`config.mk`:
```
export PLATFORM = sky130hd
export DESIGN_NAME = morph_ctrl
export DESIGN_NICKNAME = d
export VERILOG_FILES = /design/src/rtl/morph_pkg.sv /design/src/rtl/morph_ctrl_video_geom_check.sv /design/src/rtl/morph_ctrl.sv
export SDC_FILE = /design/constraint.sdc
export NUM_CORES = 1
export LEC_CHECK = 0
export BUFFER_PORTS_ARGS = -buffer_cell sky130_fd_sc_hd__buf_4
export CAP_MARGIN = 20
export CORE_UTILIZATION = 55
export DETAILED_ROUTE_END_ITERATION = 8
export PLACE_DENSITY = 0.73
export SKIP_CTS_REPAIR_TIMING = 1
export SYNTH_ARGS = -nofsm -noshare
export SYNTH_HDL_FRONTEND = slang
export SYNTH_SLANG_ARGS = --single-unit
```
`constraint.sdc`:
```
create_clock -name clk -period 1.97 [get_ports clk]
set_input_delay 0.197 -clock clk [delete_from_list [all_inputs] [get_ports clk]]
set_output_delay 0.197 -clock clk [all_outputs]
set_load 0.1 [all_outputs]
```
`src/rtl/morph_pkg.sv`:
```
// Shared definitions for the morphology pipeline controller: mode codes,
// per-stage select codes, controller state encoding and the mode decoders.
package morph_pkg;

    typedef enum logic [2:0] {
        MODE_BYPASS = 3'd0,
        MODE_ERODE  = 3'd1,
        MODE_DILATE = 3'd2,
        MODE_OPEN   = 3'd3,
        MODE_CLOSE  = 3'd4
    } mode_e;

    typedef enum logic [1:0] {
        SEL_BYPASS = 2'd0,
        SEL_ERODE  = 2'd1,
        SEL_DILATE = 2'd2
    } sel_e;

    typedef enum logic {
        S_SYNC = 1'b0,
        S_RUN  = 1'b1
    } state_e;

    typedef struct packed {
        sel_e s1;
        sel_e s2;
    } sel_pair_t;

    // Reserved codes collapse to bypass so the reported mode matches the selects.
    function automatic logic [2:0] mode_norm(input logic [2:0] mode);
        logic [2:0] m;
        case (mode)
            MODE_BYPASS, MODE_ERODE, MODE_DILATE,
            MODE_OPEN, MODE_CLOSE: m = mode;
            default:               m = MODE_BYPASS;
        endcase
        return m;
    endfunction

    // Open is erode-then-dilate, close is dilate-then-erode.
    function automatic sel_pair_t mode_to_sel(input logic [2:0] mode);
        sel_pair_t sp;
        case (mode)
            MODE_ERODE:  begin sp.s1 = SEL_ERODE;  sp.s2 = SEL_BYPASS; end
            MODE_DILATE: begin sp.s1 = SEL_DILATE; sp.s2 = SEL_BYPASS; end
            MODE_OPEN:   begin sp.s1 = SEL_ERODE;  sp.s2 = SEL_DILATE; end
            MODE_CLOSE:  begin sp.s1 = SEL_DILATE; sp.s2 = SEL_ERODE;  end
            default:     begin sp.s1 = SEL_BYPASS; sp.s2 = SEL_BYPASS; end
        endcase
        return sp;
    endfunction

endpackage

```
`src/rtl/morph_ctrl_video_geom_check.sv`:
```
// Video geometry checker: detects vsync/de edges, counts pixels per line and
// lines per frame, raises sticky h_err/v_err and counts completed frames.
module video_geom_check #(
    parameter int H_SIZE = 64,
    parameter int V_SIZE = 64,
    parameter int CNT_W  = 12
) (
    input  logic        clk,
    input  logic        rst,
    input  logic        de,
    input  logic        vsync,
    input  logic        run,
    input  logic        err_clr,
    output logic        vs_rise,
    output logic        frame_done,
    output logic [15:0] frame_cnt,
    output logic        h_err,
    output logic        v_err
);

    localparam logic [CNT_W-1:0] CNT_MAX = {CNT_W{1'b1}};
    localparam logic [CNT_W-1:0] CNT_ONE = CNT_W'(1);
    localparam logic [CNT_W-1:0] H_EXP   = CNT_W'(H_SIZE);
    localparam logic [CNT_W-1:0] V_EXP   = CNT_W'(V_SIZE);

    logic             de_d;
    logic             vsync_d;
    logic             de_fall;
    logic [CNT_W-1:0] pix_cnt;
    logic [CNT_W-1:0] line_cnt;
    logic [CNT_W-1:0] line_upd;
    logic             h_set;
    logic             v_set;

    // Edge detection and error-set decisions; a line ending together with
    // vsync is counted before the frame length is judged.
    always_comb begin
        vs_rise = vsync & ~vsync_d;
        de_fall = de_d & ~de;
        if (de_fall) begin
            line_upd = (line_cnt == CNT_MAX) ? line_cnt : line_cnt + CNT_ONE;
        end else begin
            line_upd = line_cnt;
        end
        h_set = run & de_fall & (pix_cnt != H_EXP);
        v_set = run & vs_rise & (line_upd != V_EXP);
    end

    // Input delay taps, saturating counters, frame counter and sticky flags.
    always_ff @(posedge clk) begin
        if (rst) begin
            de_d       <= 1'b0;
            vsync_d    <= 1'b0;
            pix_cnt    <= '0;
            line_cnt   <= '0;
            frame_done <= 1'b0;
            frame_cnt  <= 16'd0;
            h_err      <= 1'b0;
            v_err      <= 1'b0;
        end else begin
            de_d       <= de;
            vsync_d    <= vsync;
            frame_done <= run & vs_rise;
            if (run & vs_rise) begin
                frame_cnt <= frame_cnt + 16'd1;
            end else begin
                frame_cnt <= frame_cnt;
            end
            if (!run || vs_rise) begin
                pix_cnt  <= '0;
                line_cnt <= '0;
            end else if (de_fall) begin
                pix_cnt  <= '0;
                line_cnt <= line_upd;
            end else if (de && (pix_cnt != CNT_MAX)) begin
                pix_cnt  <= pix_cnt + CNT_ONE;
            end else begin
                pix_cnt  <= pix_cnt;
            end
            // A new error in the same cycle as a clear must survive.
            if (h_set) begin
                h_err <= 1'b1;
            end else if (err_clr) begin
                h_err <= 1'b0;
            end else begin
                h_err <= h_err;
            end
            if (v_set) begin
                v_err <= 1'b1;
            end else if (err_clr) begin
                v_err <= 1'b0;
            end else begin
                v_err <= v_err;
            end
        end
    end

endmodule

```
`src/rtl/morph_ctrl.sv`:
```
// Frame-synchronous controller for the cascaded erode/dilate stages: accepts a
// mode request, holds it pending and applies it only at a vsync rising edge.
module morph_ctrl
    import morph_pkg::*;
#(
    parameter int H_SIZE = 64,
    parameter int V_SIZE = 64,
    parameter int CNT_W  = 12
) (
    input  logic        clk,
    input  logic        rst,
    input  logic        de,
    input  logic        vsync,
    input  logic        cfg_valid,
    input  logic [2:0]  cfg_mode,
    output logic        cfg_ready,
    input  logic        err_clr,
    output logic [1:0]  stage1_sel,
    output logic [1:0]  stage2_sel,
    output logic [2:0]  active_mode,
    output logic        frame_done,
    output logic [15:0] frame_cnt,
    output logic        h_err,
    output logic        v_err
);

    state_e     state;
    logic       run;
    logic       vs_rise;
    logic       accept;
    logic       pend_valid;
    logic [2:0] pend_mode;
    logic [2:0] mode_nxt;
    sel_pair_t  sel_nxt;

    // Handshake qualifier and decode of the pending request.
    always_comb begin
        run      = (state == S_RUN);
        accept   = cfg_valid & cfg_ready;
        mode_nxt = mode_norm(pend_mode);
        sel_nxt  = mode_to_sel(pend_mode);
    end

    video_geom_check #(
        .H_SIZE (H_SIZE),
        .V_SIZE (V_SIZE),
        .CNT_W  (CNT_W)
    ) u_geom (
        .clk        (clk),
        .rst        (rst),
        .de         (de),
        .vsync      (vsync),
        .run        (run),
        .err_clr    (err_clr),
        .vs_rise    (vs_rise),
        .frame_done (frame_done),
        .frame_cnt  (frame_cnt),
        .h_err      (h_err),
        .v_err      (v_err)
    );

    // Controller state, pending request and registered stage selects.
    always_ff @(posedge clk) begin
        if (rst) begin
            state       <= S_SYNC;
            pend_valid  <= 1'b0;
            pend_mode   <= 3'd0;
            cfg_ready   <= 1'b0;
            active_mode <= 3'd0;
            stage1_sel  <= 2'd0;
            stage2_sel  <= 2'd0;
        end else begin
            case (state)
                S_SYNC:  state <= vs_rise ? S_RUN : S_SYNC;
                S_RUN:   state <= S_RUN;
                default: state <= S_SYNC;
            endcase
            // A request can only be accepted while nothing is pending, so apply
            // and accept never compete; a request taken on the vsync edge
            // itself waits for the next frame.
            if (vs_rise && pend_valid) begin
                active_mode <= mode_nxt;
                stage1_sel  <= sel_nxt.s1;
                stage2_sel  <= sel_nxt.s2;
                pend_valid  <= 1'b0;
                cfg_ready   <= 1'b1;
            end else if (accept) begin
                pend_mode   <= cfg_mode;
                pend_valid  <= 1'b1;
                cfg_ready   <= 1'b0;
            end else begin
                cfg_ready   <= ~pend_valid;
            end
        end
    end

endmodule

```
# --- After elaboration in Yosys (flattened, before gate mapping) ---
# Index checks and enable logic that the tools add are counted.
op_classes:
  add_sub_neg: 3
  eq_ne: 8
  n_mux: 11
  bitwise: 12
  reduce_logical: 12
op_table:
  columns: ["cell", "n"]
  rows:
  - ["$add A12 B1 Y12 const B", 2]
  - ["$mux W12", 2]
  - ["$ne A12 B7 Y1 const B", 2]
  - ["$add A16 B1 Y16 const B", 1]
  - ["$pmux W4 S4", 1]
  - ["$eq A12 B12 Y1 const B", 1]
  - ["$ne A12 B12 Y1 const B", 1]
  - ["$and A1 B1 Y1", 7]
  - ["$eq A3 B2 Y1 const B", 2]
  - ["$mux W1", 6]
  - ["$not A1 Y1", 5]
  - ["$reduce_or A5 Y1", 1]
  - ["$reduce_bool A2 Y1", 2]
  - ["$reduce_or A2 Y1", 2]
  - ["$eq A3 B1 Y1 const B", 1]
  - ["$eq A3 B3 Y1 const B", 1]
  - ["$logic_not A3 Y1", 1]
  - ["$mux W3", 1]
  - ["$reduce_or A3 Y1", 1]
  - ["$logic_and A1 B1 Y1", 2]
  - ["$pmux W1 S2", 1]
  - ["$reduce_and A2 Y1", 1]
  - ["$logic_not A1 Y1", 1]
  - ["$logic_or A1 B1 Y1", 1]
totals:
  ff_bits: 58
  input_bits: 9

# --- Logic depth before layout (Yosys ltp) ---
# Gate-level depths: netlist of run 1.
logic_depth:
  ltp_word: 6
  depth_mapped: 7
  mapped_depth_nobuf: 7

# --- Cells and area by module ---
# Synthesis of run 1 repeated with hierarchy kept, for this count alone.
hier_totals:
  cells_unflattened: 318
  hier_area_um2: 2676.3
by_module_without_submodules:
  columns: ["module", "n_inst", "cells_each", "area_per_inst_um2", "seq_area_each_um2"]
  rows:
  - ["video_geom_check", 1, 266, 2223.4, 900.9]
  - ["morph_ctrl", 1, 52, 452.9, 240.2]

# --- Worst setup path before layout of run 1 ---
# Ideal clock, no wire load.
synth_path:
  path_kind: "reg2reg"
  from: "register u_geom.frame_cnt[3]"
  to: "register u_geom.frame_cnt[13]"
  t_arrival_ns: 2.185
  t_required_ns: 1.900
  setup_slack_ns: -0.285
  path_stages_with_launch: 6
  path_buffers: 0
  period_less_slack_ns: 2.255
  cell_sequence: "dfxtp_1 and4_1 and3_1 nand4_2 or3_1 a21oi_1"
synth_between:
  elab_chain_len: 1
synth_lines:
  columns: ["item", "line", "rtl"]
  rows:
  - ["start, declared", "morph_ctrl_video_geom_check.sv:16", "output logic [15:0] frame_cnt,"]
  - ["start signal, assigned", "morph_ctrl_video_geom_check.sv:65", "frame_cnt <= frame_cnt + 16'd1;"]
  - ["start signal, assigned", "morph_ctrl_video_geom_check.sv:67", "frame_cnt <= frame_cnt;"]
  - ["$add A16 B1 Y16", "morph_ctrl_video_geom_check.sv:65", null]
# No other way between the ends.
# A chain may end at the register's enable or synchronous reset.

# --- Worst setup path in the final report of run 1 ---
layout_path:
  from: "register u_geom.line_cnt[0]"
  to: "register u_geom.v_err"
layout_between:
  elab_chain_len: 6
layout_lines:
  columns: ["item", "line", "rtl"]
  rows:
  - ["start, declared", "morph_ctrl_video_geom_check.sv:30", "logic [CNT_W-1:0] line_cnt;"]
  - ["start signal, assigned", "morph_ctrl_video_geom_check.sv:74", "line_cnt <= line_upd;"]
  - ["$add A12 B1 Y12 or $eq A12 B12 Y1 (tied branches)", "morph_ctrl_video_geom_check.sv:41", "line_upd = (line_cnt == CNT_MAX) ? line_cnt : line_cnt + CNT_ONE;"]
  - ["$mux W12", "morph_ctrl_video_geom_check.sv:41", null]
  - ["$mux W12 (*)", "morph_ctrl_video_geom_check.sv:40", "if (de_fall) begin"]
  - ["$ne A12 B7 Y1 (*)", "morph_ctrl_video_geom_check.sv:46", "v_set = run & vs_rise & (line_upd != V_EXP);"]
  - ["$and A1 B1 Y1 (*)", "morph_ctrl_video_geom_check.sv:46", null]
  - ["$mux W1 or $reduce_bool A2 Y1 (tied branches)", null, null]
  - ["end signal, assigned", "morph_ctrl_video_geom_check.sv:93", "v_err <= v_err;"]
  - ["end, declared", "morph_ctrl_video_geom_check.sv:18", "output logic v_err"]
# Mark *: on every way between the ends. The rest lies on a longest branch, timed or not.

==> results.json, run 1 <==
{
  "via_per_inst": 5.42,
  "synthArstFlopShare_pct": 0,
  "instances_no_fill": 427,
  "synth_area_leaders": "dfxtp_1 43%, nor2_1 6.2%, xor2_1 5.2%",
  "rows": 25,
  "ys_seq_elements": 58,
  "start_util_pct": 57.4,
  "p_int_mw": 2.01,
  "final_util_pct": 71.2,
  "power.total_mw": 2.61,
  "pwr-share-comb_pct": 5.4,
  "final_nets": 368,
  "numCtsBuffers": 9,
  "rsz0062_at_grt": "true",
  "status": "finished clean",
  "syn_area_um2": 2710,
  "syn_inst": 313,
  "finalWeightedCongestion": 0.866,
  "dpl.cell_count": 409,
  "antenna_found_initial": 0,
  "critPathMaxFanout": 5,
  "yosysTopAreaCell": "dfxtp_1",
  "yosys_warnings": 0,
  "ff2ff_setup_slack_ns": 0.08,
  "setup_viol": 0,
  "place_hpwl_um": 3720,
  "clkPwrFrac_pct": 48.6,
  "tightest_slew_ns": 0.362,
  "drv_slew": 0,
  "yosysSeqAreaShare_pct": 42.9,
  "clockRootBuffer": "clkbuf_8",
  "fp.dieW_um": 72.2,
  "drv_cap": 0,
  "worstPathRequired_ns": 2.18,
  "power.leakage_nw": 1.31,
  "antenna-diode-count": 0,
  "switchingPower_mw": 0.594,
  "grt_overflow": 0,
  "layout_common_cells": "46 x dfxtp_1, 44 x nor2_1, 44 x buf_4",
  "syn_to_final_growth_pct": 24.2,
  "crit_path_end": "u_geom.v_err$_SDFFE_PP0P_",
  "port_buffers": 35,
  "synth_edf_count": 0,
  "ant_nets": 0,
  "grt.total_usage_pct": 23.7,
  "wl_um": 5540,
  "route.vias.total": 2314,
  "syn-num-nets": 326,
  "htree_levels": 3,
  "hold_path_class": "in2reg",
  "power.share.switching_pct": 22.8,
  "tritoncts": "yes",
  "die_h_um": 72.2,
  "path_class": "reg2reg",
  "r2r_end": "u_geom.v_err$_SDFFE_PP0P_",
  "avgSynthCellArea_um2": 8.65,
  "clk_pin_slew_ns": 0.07,
  "yosysTopAreaCellShare_pct": 42.9,
  "worst-r2r-cell-count": 8,
  "power_density_nw_per_um2": 775,
  "drive_gt1_share_pct": 25.8,
  "p_seq_share_pct": 46.0,
  "end_kind": "flop",
  "wl_per_cell_um": 13.0,
  "drc": 0,
  "numClockSinks": 58,
  "drt_iter0_drc": 133,
  "dr.pass1.iters": 4,
  "cts.path.max_buffers": 2,
  "core_area_um2": 4720,
  "vdd_drop_max_uv": 505,
  "fmax_mhz": 529,
  "period_share_pct": 95.9,
  "grt_max_degree": 36,
  "num_io_pins": 36,
  "clk_latency_ns": 0.34,
  "cp.arrival_ns": 2.10,
  "synth_ff_type": "dfxtp_1",
  "dieArea_um2": 5210,
  "crit_path_start_kind": "flop",
  "setup_tns_ns": 0,
  "yosys.cell_types.count": 54,
  "finClkSkew_ns": 0.00738,
  "slew_headroom_pct": 75.8,
  "hold_violations": 0,
  "cp-startpoint": "u_geom.line_cnt[0]$_SDFFE_PP0N_",
  "rr_startpoint": "u_geom.line_cnt[0]$_SDFFE_PP0N_",
  "period_minus_slack_ns": 1.89,
  "first_global_vias": 2137,
  "grt_pass1_wl_um": 9560,
  "final_common_cell": "dfxtp_1"
}
[critical path: stages, from the launching register on]
cell and delay [ns]:
dfxtp_4 0.38, ha_4 0.15, nand4b_1 0.19, buf_4 0.22, nor2_4 0.12, nor2_1 0.08, o31a_1 0.27, nor4_2 0.29
a221oi_2 0.08
[worst min-delay path by stage]
stage | from | to | slack (ns) | cells past startpoint
2_1_floorplan | vsync | u_geom.vsync_d$_SDFF_PP0_ | 0.33 | 1
3_3_place_gp | cfg_mode[2] | pend_mode[2]$_SDFFE_PP0P_ | 0.43 | 3
6_report | vsync | u_geom.vsync_d$_SDFF_PP0_ | 0.09 | 2
3_5_place_dp | vsync | u_geom.vsync_d$_SDFF_PP0_ | 0.44 | 2
5_1_grt | cfg_mode[1] | pend_mode[1]$_SDFFE_PP0P_ | 0.11 | 3
4_1_cts | cfg_mode[1] | pend_mode[1]$_SDFFE_PP0P_ | 0.09 | 3
[final cells by class]
class / count / area [um2]
Clock buffer: 12 / 155
Clock inverter: 4 / 73.8
Fill cell: 382 / 1360
Inverter: 5 / 18.8
Multi-Input combinational cell: 237 / 1520
Sequential cell: 58 / 1180
Tap cell: 67 / 83.8
Timing Repair Buffer: 44 / 330
[layer usage]
layer | GRT usage [%] | wire length [um] | part of all wire (%) | vias to the layer above
li1 | - | - | - | 1175
met1 | 30.9 | 2720 | 49 | 1069
met2 | 36.2 | 2450 | 44 | 56
met3 | 4.86 | 225 | 4.1 | 14
met4 | 14.4 | 141 | 2.5 | 0
met5 | 0 | 0 | 0 | -
[power by group through the flow]
| stage | logic [mW] | clock network (mW) | registers (mW) |
|---|---|---|---|
| final | 0.141 | 1.27 | 1.20 |
| after detailed placement | 0.142 | 0 | 1.23 |
| after global routing | 0.152 | 1.33 | 1.20 |
| after floorplan | 0.0619 | 0 | 1.27 |
| after global placement | 0.140 | 0 | 1.23 |
| after CTS | 0.142 | 1.28 | 1.20 |
[stage by stage]
step | setup slack [ns] | hold slack [ns] | cell area (um2)
after floorplan | 0.0628 | 0.325 | 2720
after global placement | 0.126 | 0.434 | 3050
after detailed placement | 0.0617 | 0.440 | 3050
after CTS | 0.0519 | 0.0891 | 3280
after global routing | -0.0477 | 0.106 | 3360
final | 0.0805 | 0.0943 | 3360
[registers in the layout, indices dropped and copies added, names as in the netlist]
register and count:
u_geom.frame_cnt 16, u_geom.line_cnt 12, u_geom.pix_cnt 12, active_mode 3, pend_mode 3, stage1_sel 2
stage2_sel 2, cfg_ready 1, pend_valid 1, run 1, u_geom.de_d 1, u_geom.frame_done 1
u_geom.h_err 1, u_geom.v_err 1, u_geom.vsync_d 1
[cells by family after synthesis]
logic type / Yosys count / synth area share [%]
DFF: 58 / 42.9
AOI/OAI and AO/OA: 38 / 9.33
muxes: 8 / 3.14
and+or+nand+nor: 162 / 31.4
adders and majority gates: 4 / 1.85
xor gates and xnor gates: 25 / 8.08
buffers and inverters: 18 / 3.37
[synth_stat cells, types with 2 or more instances]
library cell  count
a211oi_1          2
a21oi_1          17
a311oi_1          2
a31oi_1           2
and2_1            3
and3_1            7
and3_2            2
and4_1            4
buf_2             4
buf_6             2
clkbuf_1          6
dfxtp_1          58
ha_1              4
inv_1             5
mux2i_1           7
nand2_1          36
nand2b_1          2
nand3_1          20
nand3b_1          2
nand4_1           4
nor2_1           45
nor2b_1           6
nor3_1            9
nor3b_1           3
nor4b_1           2
o21ai_0           5
or3_1             4
xnor2_1           9
xor2_1           16
Power figures use the tool's default switching activity.
==> run 2, diff against run 1 <==
Settings changed: CORE_UTILIZATION 55 to 57, PLACE_DENSITY 0.73 to 0.75.
==> run 2 against run 1 <==
Against the previous run: count of clock-buffer cells in the layout grew 1; clock skew shrank 0.0029 ns; combinational power is essentially flat; wire length shrank 3.7%; clock power shrank 26%; final cell count shrank 3.7%; critical endpoint unchanged.
==> results.json, run 2 (synthesis results as in run 1) <==
{
  "fmax_mhz": 551,
  "r2r_end": "u_geom.v_err$_SDFFE_PP0P_",
  "cpPeakStageDelay_ns": 0.34,
  "path_buf_inv": 0,
  "rr_startpoint": "u_geom.de_d$_SDFF_PP0_",
  "final_nets": 367,
  "hold_slack_ns": 0.102,
  "clk_pin_slew_ns": 0.06,
  "antenna-diode-count": 0,
  "die_h_um": 70.9,
  "num_io_pins": 36,
  "setup_tns_ns": 0,
  "via_per_inst": 5.68,
  "dieArea_um2": 5030,
  "cp.arrival_ns": 2.02,
  "largest_register": "u_geom.frame_cnt",
  "ff2ff_setup_slack_ns": 0.16,
  "tritoncts": "yes",
  "slew_headroom_pct": 72.9,
  "syn_to_final_growth_pct": 19.7,
  "finClkSkew_ns": 0.00448,
  "dpl.cell_count": 394,
  "largest_reg_flops": 16,
  "dr.pass1.iters": 4,
  "power.leakage_nw": 1.24,
  "crit_chain": "nor2b_1 -> nand4_4 -> mux2_4 -> o22a_1 -> nor4_2 -> a221oi_2",
  "numClockSinks": 58,
  "grt_max_degree": 36,
  "cp_top_family": "simple AND/OR/NAND/NOR gates",
  "drc": 0,
  "crit_path_start_kind": "flop",
  "start_util_pct": 60.5,
  "drv_cap": 0,
  "status": "finished clean",
  "first_global_vias": 2079,
  "antenna_found_initial": 0,
  "route.vias.total": 2334,
  "clk_latency_ns": 0.33,
  "worst-r2r-cell-count": 6,
  "ant_nets": 0,
  "drt_iter0_drc": 162,
  "period_share_pct": 92.1,
  "instances_no_fill": 411,
  "rows": 24,
  "power_density_nw_per_um2": 702,
  "wl_per_cell_um": 13.0,
  "reg.largest.list": "u_geom.frame_cnt: 16 flops, u_geom.line_cnt: 12 flops, u_geom.pix_cnt: 12 flops",
  "core_area_um2": 4470,
  "port_buffers": 35,
  "vdd_drop_max_uv": 490,
  "finalWeightedCongestion": 0.821,
  "min-delay-start": "vsync",
  "end_kind": "flop",
  "tightest_slew_ns": 0.403,
  "critPathMaxFanout": 3,
  "fp.dieW_um": 70.9,
  "cts.path.max_buffers": 2,
  "grt_pass1_wl_um": 8910,
  "rsz0062_at_grt": "false",
  "grt_overflow": 0,
  "numCtsBuffers": 9,
  "wl_um": 5340,
  "grt.total_usage_pct": 22.7,
  "path_class": "reg2reg",
  "worstPathRequired_ns": 2.18,
  "period_minus_slack_ns": 1.81,
  "htree_levels": 3,
  "layout_common_cells": "44 x nor2_1, 44 x dfxtp_1, 43 x buf_4",
  "drive_gt1_share_pct": 25.1,
  "clockRootBuffer": "clkbuf_8",
  "crit_path_top_delay_cell": "dfxtp_1",
  "place_hpwl_um": 3670,
  "worstHoldPathCells": 2,
  "setup_viol": 0,
  "drv_slew": 0,
  "hold_path_class": "in2reg",
  "hold_violations": 0,
  "hold_end": "u_geom.vsync_d$_SDFF_PP0_"
}
[run 2: cell type report]
| type | instances | area [um2] |
|---|---|---|
| inverters | 5 | 18.8 |
| multi-input cells | 237 | 1490 |
| fillers | 365 | 1230 |
| flip-flops and latches | 58 | 1180 |
| well taps | 52 | 65.1 |
| clock inverters | 3 | 15.0 |
| repair buffers | 43 | 323 |
| clock buffers | 13 | 149 |
[run 2: worst max-delay path by stage]
| stage | from | end | cells past startpoint |
|---|---|---|---|
| final | u_geom.de_d$_SDFF_PP0_ | u_geom.v_err$_SDFFE_PP0P_ | 6 |
| after global routing | u_geom.line_cnt[0]$_SDFFE_PP0N_ | u_geom.v_err$_SDFFE_PP0P_ | 7 |
| after CTS | u_geom.line_cnt[0]$_SDFFE_PP0N_ | u_geom.v_err$_SDFFE_PP0P_ | 7 |
| after detailed placement | u_geom.line_cnt[0]$_SDFFE_PP0N_ | u_geom.v_err$_SDFFE_PP0P_ | 7 |
| after global placement | u_geom.line_cnt[0]$_SDFFE_PP0N_ | u_geom.v_err$_SDFFE_PP0P_ | 7 |
| after floorplan | u_geom.frame_cnt[11]$_SDFFE_PP0P_ | u_geom.frame_cnt[15]$_SDFFE_PP0P_ | 4 |
[run 2: power breakdown]
part	switching, mW	internal [mW]
registers	0.0128	1.19
logic	0.0950	0.0454
clock network	0.448	0.485
[run 2: metal layers]
metal  global-route usage (%)  vias up  wire length, um
li1                         -     1175                -
met4                     13.1        0              132
met2                     34.5       60             2440
met1                     29.4     1086             2500
met5                        0        -                0
met3                     5.84       13              277
[run 2: metrics by stage]
stage	setup slack (ns)	util (%)	power [mW]	cell area, um2
floorplan	0.0628	-	1.33	2720
global placement	0.124	67.7	1.37	3030
detailed placement	0.0372	67.7	1.37	3030
CTS	0.0303	71.3	2.30	3190
global route	0.0150	72.5	2.36	3240
finish	0.156	72.5	2.27	3240
==> run 3, diff against run 2 <==
Settings changed: BUFFER_PORTS_ARGS -buffer_cell sky130_fd_sc_hd__buf_4 to -buffer_cell sky130_fd_sc_hd__buf_2.
==> run 3 against run 2 <==
Against the previous run: the run now ends with negative setup slack left; utilization shrank 0.95 points; maximum frequency shrank 9.0%; via count is essentially flat; combinational power shrank 4%; sequential share of layout area grew 0.48 points; wire length grew 6.4%; flip-flop and latch count is the same; highest routed layer unchanged.
==> results.json, run 3 (synthesis results as in run 1) <==
{
  "reg.largest.list": "u_geom.frame_cnt: 16 flops, u_geom.line_cnt: 12 flops, u_geom.pix_cnt: 12 flops",
  "worstPathRequired_ns": 2.18,
  "antenna-diode-count": 0,
  "dpl.cell_count": 395,
  "dieArea_um2": 5030,
  "worst-r2r-cell-count": 8,
  "wl_per_cell_um": 13.7,
  "fp.dieW_um": 70.9,
  "final_common_cell": "dfxtp_1",
  "htree_levels": 3,
  "rows": 24,
  "numCtsBuffers": 9,
  "tightest_slew_ns": 0.501,
  "violations": "negative setup slack",
  "status": "finished with violations",
  "cp.arrival_ns": 2.20,
  "antenna_found_initial": 0,
  "setup_ws_ns": -0.0235,
  "dr.pass1.iters": 4,
  "grt_pass1_wl_um": 9040,
  "grt_overflow": 0,
  "largest_register": "u_geom.frame_cnt",
  "num_io_pins": 36,
  "wl_um": 5680,
  "clk_latency_ns": 0.34,
  "ant_nets": 0,
  "slew_headroom_pct": 66.9,
  "path_class": "reg2reg",
  "layout_common_cells": "46 x dfxtp_1, 44 x nor2_1, 35 x nand2_1, 35 x buf_2, 19 x nand3_1",
  "numClockSinks": 58,
  "drt_iter0_drc": 176,
  "route.vias.total": 2335,
  "via_per_inst": 5.64,
  "port_buffers": 35,
  "grt_max_degree": 35,
  "grt.total_usage_pct": 23.1,
  "tritoncts": "yes",
  "ff2ff_setup_slack_ns": -0.02,
  "setup_viol": 1,
  "hold_violations": 0,
  "vdd_drop_max_uv": 481,
  "r2r_end": "u_geom.v_err$_SDFFE_PP0P_",
  "min-delay-start": "cfg_mode[1]",
  "syn_to_final_growth_pct": 18.1,
  "critPathMaxFanout": 5,
  "clk_pin_slew_ns": 0.06,
  "die_h_um": 70.9,
  "finalWeightedCongestion": 0.841,
  "rr_startpoint": "u_geom.line_cnt[0]$_SDFFE_PP0N_",
  "placed_cell_area_um2": 2950,
  "drive_gt1_share_pct": 26.0,
  "power.leakage_nw": 1.26,
  "start_util_pct": 60.5,
  "instances_no_fill": 414,
  "period_minus_slack_ns": 1.99,
  "period_share_pct": 101,
  "drv_slew": 0,
  "largest_reg_flops": 16,
  "place_hpwl_um": 3760,
  "finClkSkew_ns": 0.00364,
  "power_density_nw_per_um2": 704,
  "clockRootBuffer": "clkbuf_8",
  "first_global_vias": 2120,
  "cts.path.max_buffers": 2,
  "fmax_mhz": 502,
  "hold_slack_ns": 0.0942,
  "drv_cap": 0,
  "crit_path_start_kind": "flop",
  "core_area_um2": 4470,
  "hold_end": "pend_mode[1]$_SDFFE_PP0P_",
  "worstHoldPathCells": 3,
  "design_area_um2": 3200,
  "final_nets": 370,
  "hold_path_class": "in2reg",
  "end_kind": "flop",
  "drc": 0
}
-- run 3: metrics by stage --
stage	total power, mW	util, %	setup TNS, ns	setup slack, ns
5_1_grt	2.34	71.5	-0.147	-0.115
3_3_place_gp	1.36	65.9	0	0.109
2_1_floorplan	1.33	-	0	0.0628
4_1_cts	2.27	69.5	-0.00533	-0.00533
6_report	2.25	71.5	-0.0235	-0.0235
3_5_place_dp	1.36	65.9	0	0.0271
-- run 3: where the power goes --
part           internal, mW  switching [mW]
Clock                 0.451           0.468
Combinational        0.0388          0.0956
Sequential             1.19          0.0126
Total                  1.68           0.577
-- run 3: layer usage --
layer  track usage, %  vias to the layer above  wire length, um
met5                0                        -                0
met4             12.7                        0              109
met3             6.55                        9              272
met2             36.5                       60             2630
met1             28.4                     1090             2670
li1                 -                     1176                -
-- run 3: worst max path at each step --
stage                                                  from                           endpoint  cells after the start
final                       u_geom.line_cnt[0]$_SDFFE_PP0N_          u_geom.v_err$_SDFFE_PP0P_                      8
after floorplan           u_geom.frame_cnt[11]$_SDFFE_PP0P_  u_geom.frame_cnt[15]$_SDFFE_PP0P_                      4
after global routing        u_geom.line_cnt[0]$_SDFFE_PP0N_          u_geom.v_err$_SDFFE_PP0P_                      8
after global placement      u_geom.line_cnt[0]$_SDFFE_PP0N_          u_geom.v_err$_SDFFE_PP0P_                      7
after detailed placement    u_geom.line_cnt[0]$_SDFFE_PP0N_          u_geom.v_err$_SDFFE_PP0P_                      7
after CTS                   u_geom.line_cnt[0]$_SDFFE_PP0N_          u_geom.v_err$_SDFFE_PP0P_                      7
-- run 3: area by class of cell --
cell class / count / area (um2)
multi-input cells: 237 / 1520
fillers: 352 / 1270
flip-flops and latches: 58 / 1180
repair buffers: 46 / 258
clock buffers: 11 / 131
well taps: 52 / 65.1
clock inverters: 5 / 31.3
inverters: 5 / 18.8
-- run 3: worst max-delay path: stages (launching register included) --
cell	delay (ns)
dfxtp_4	0.38
ha_4	0.15
nand4b_1	0.15
buf_4	0.19
nor3_2	0.19
mux2i_1	0.24
nand3_1	0.15
nor4_2	0.32
a221oi_2	0.10
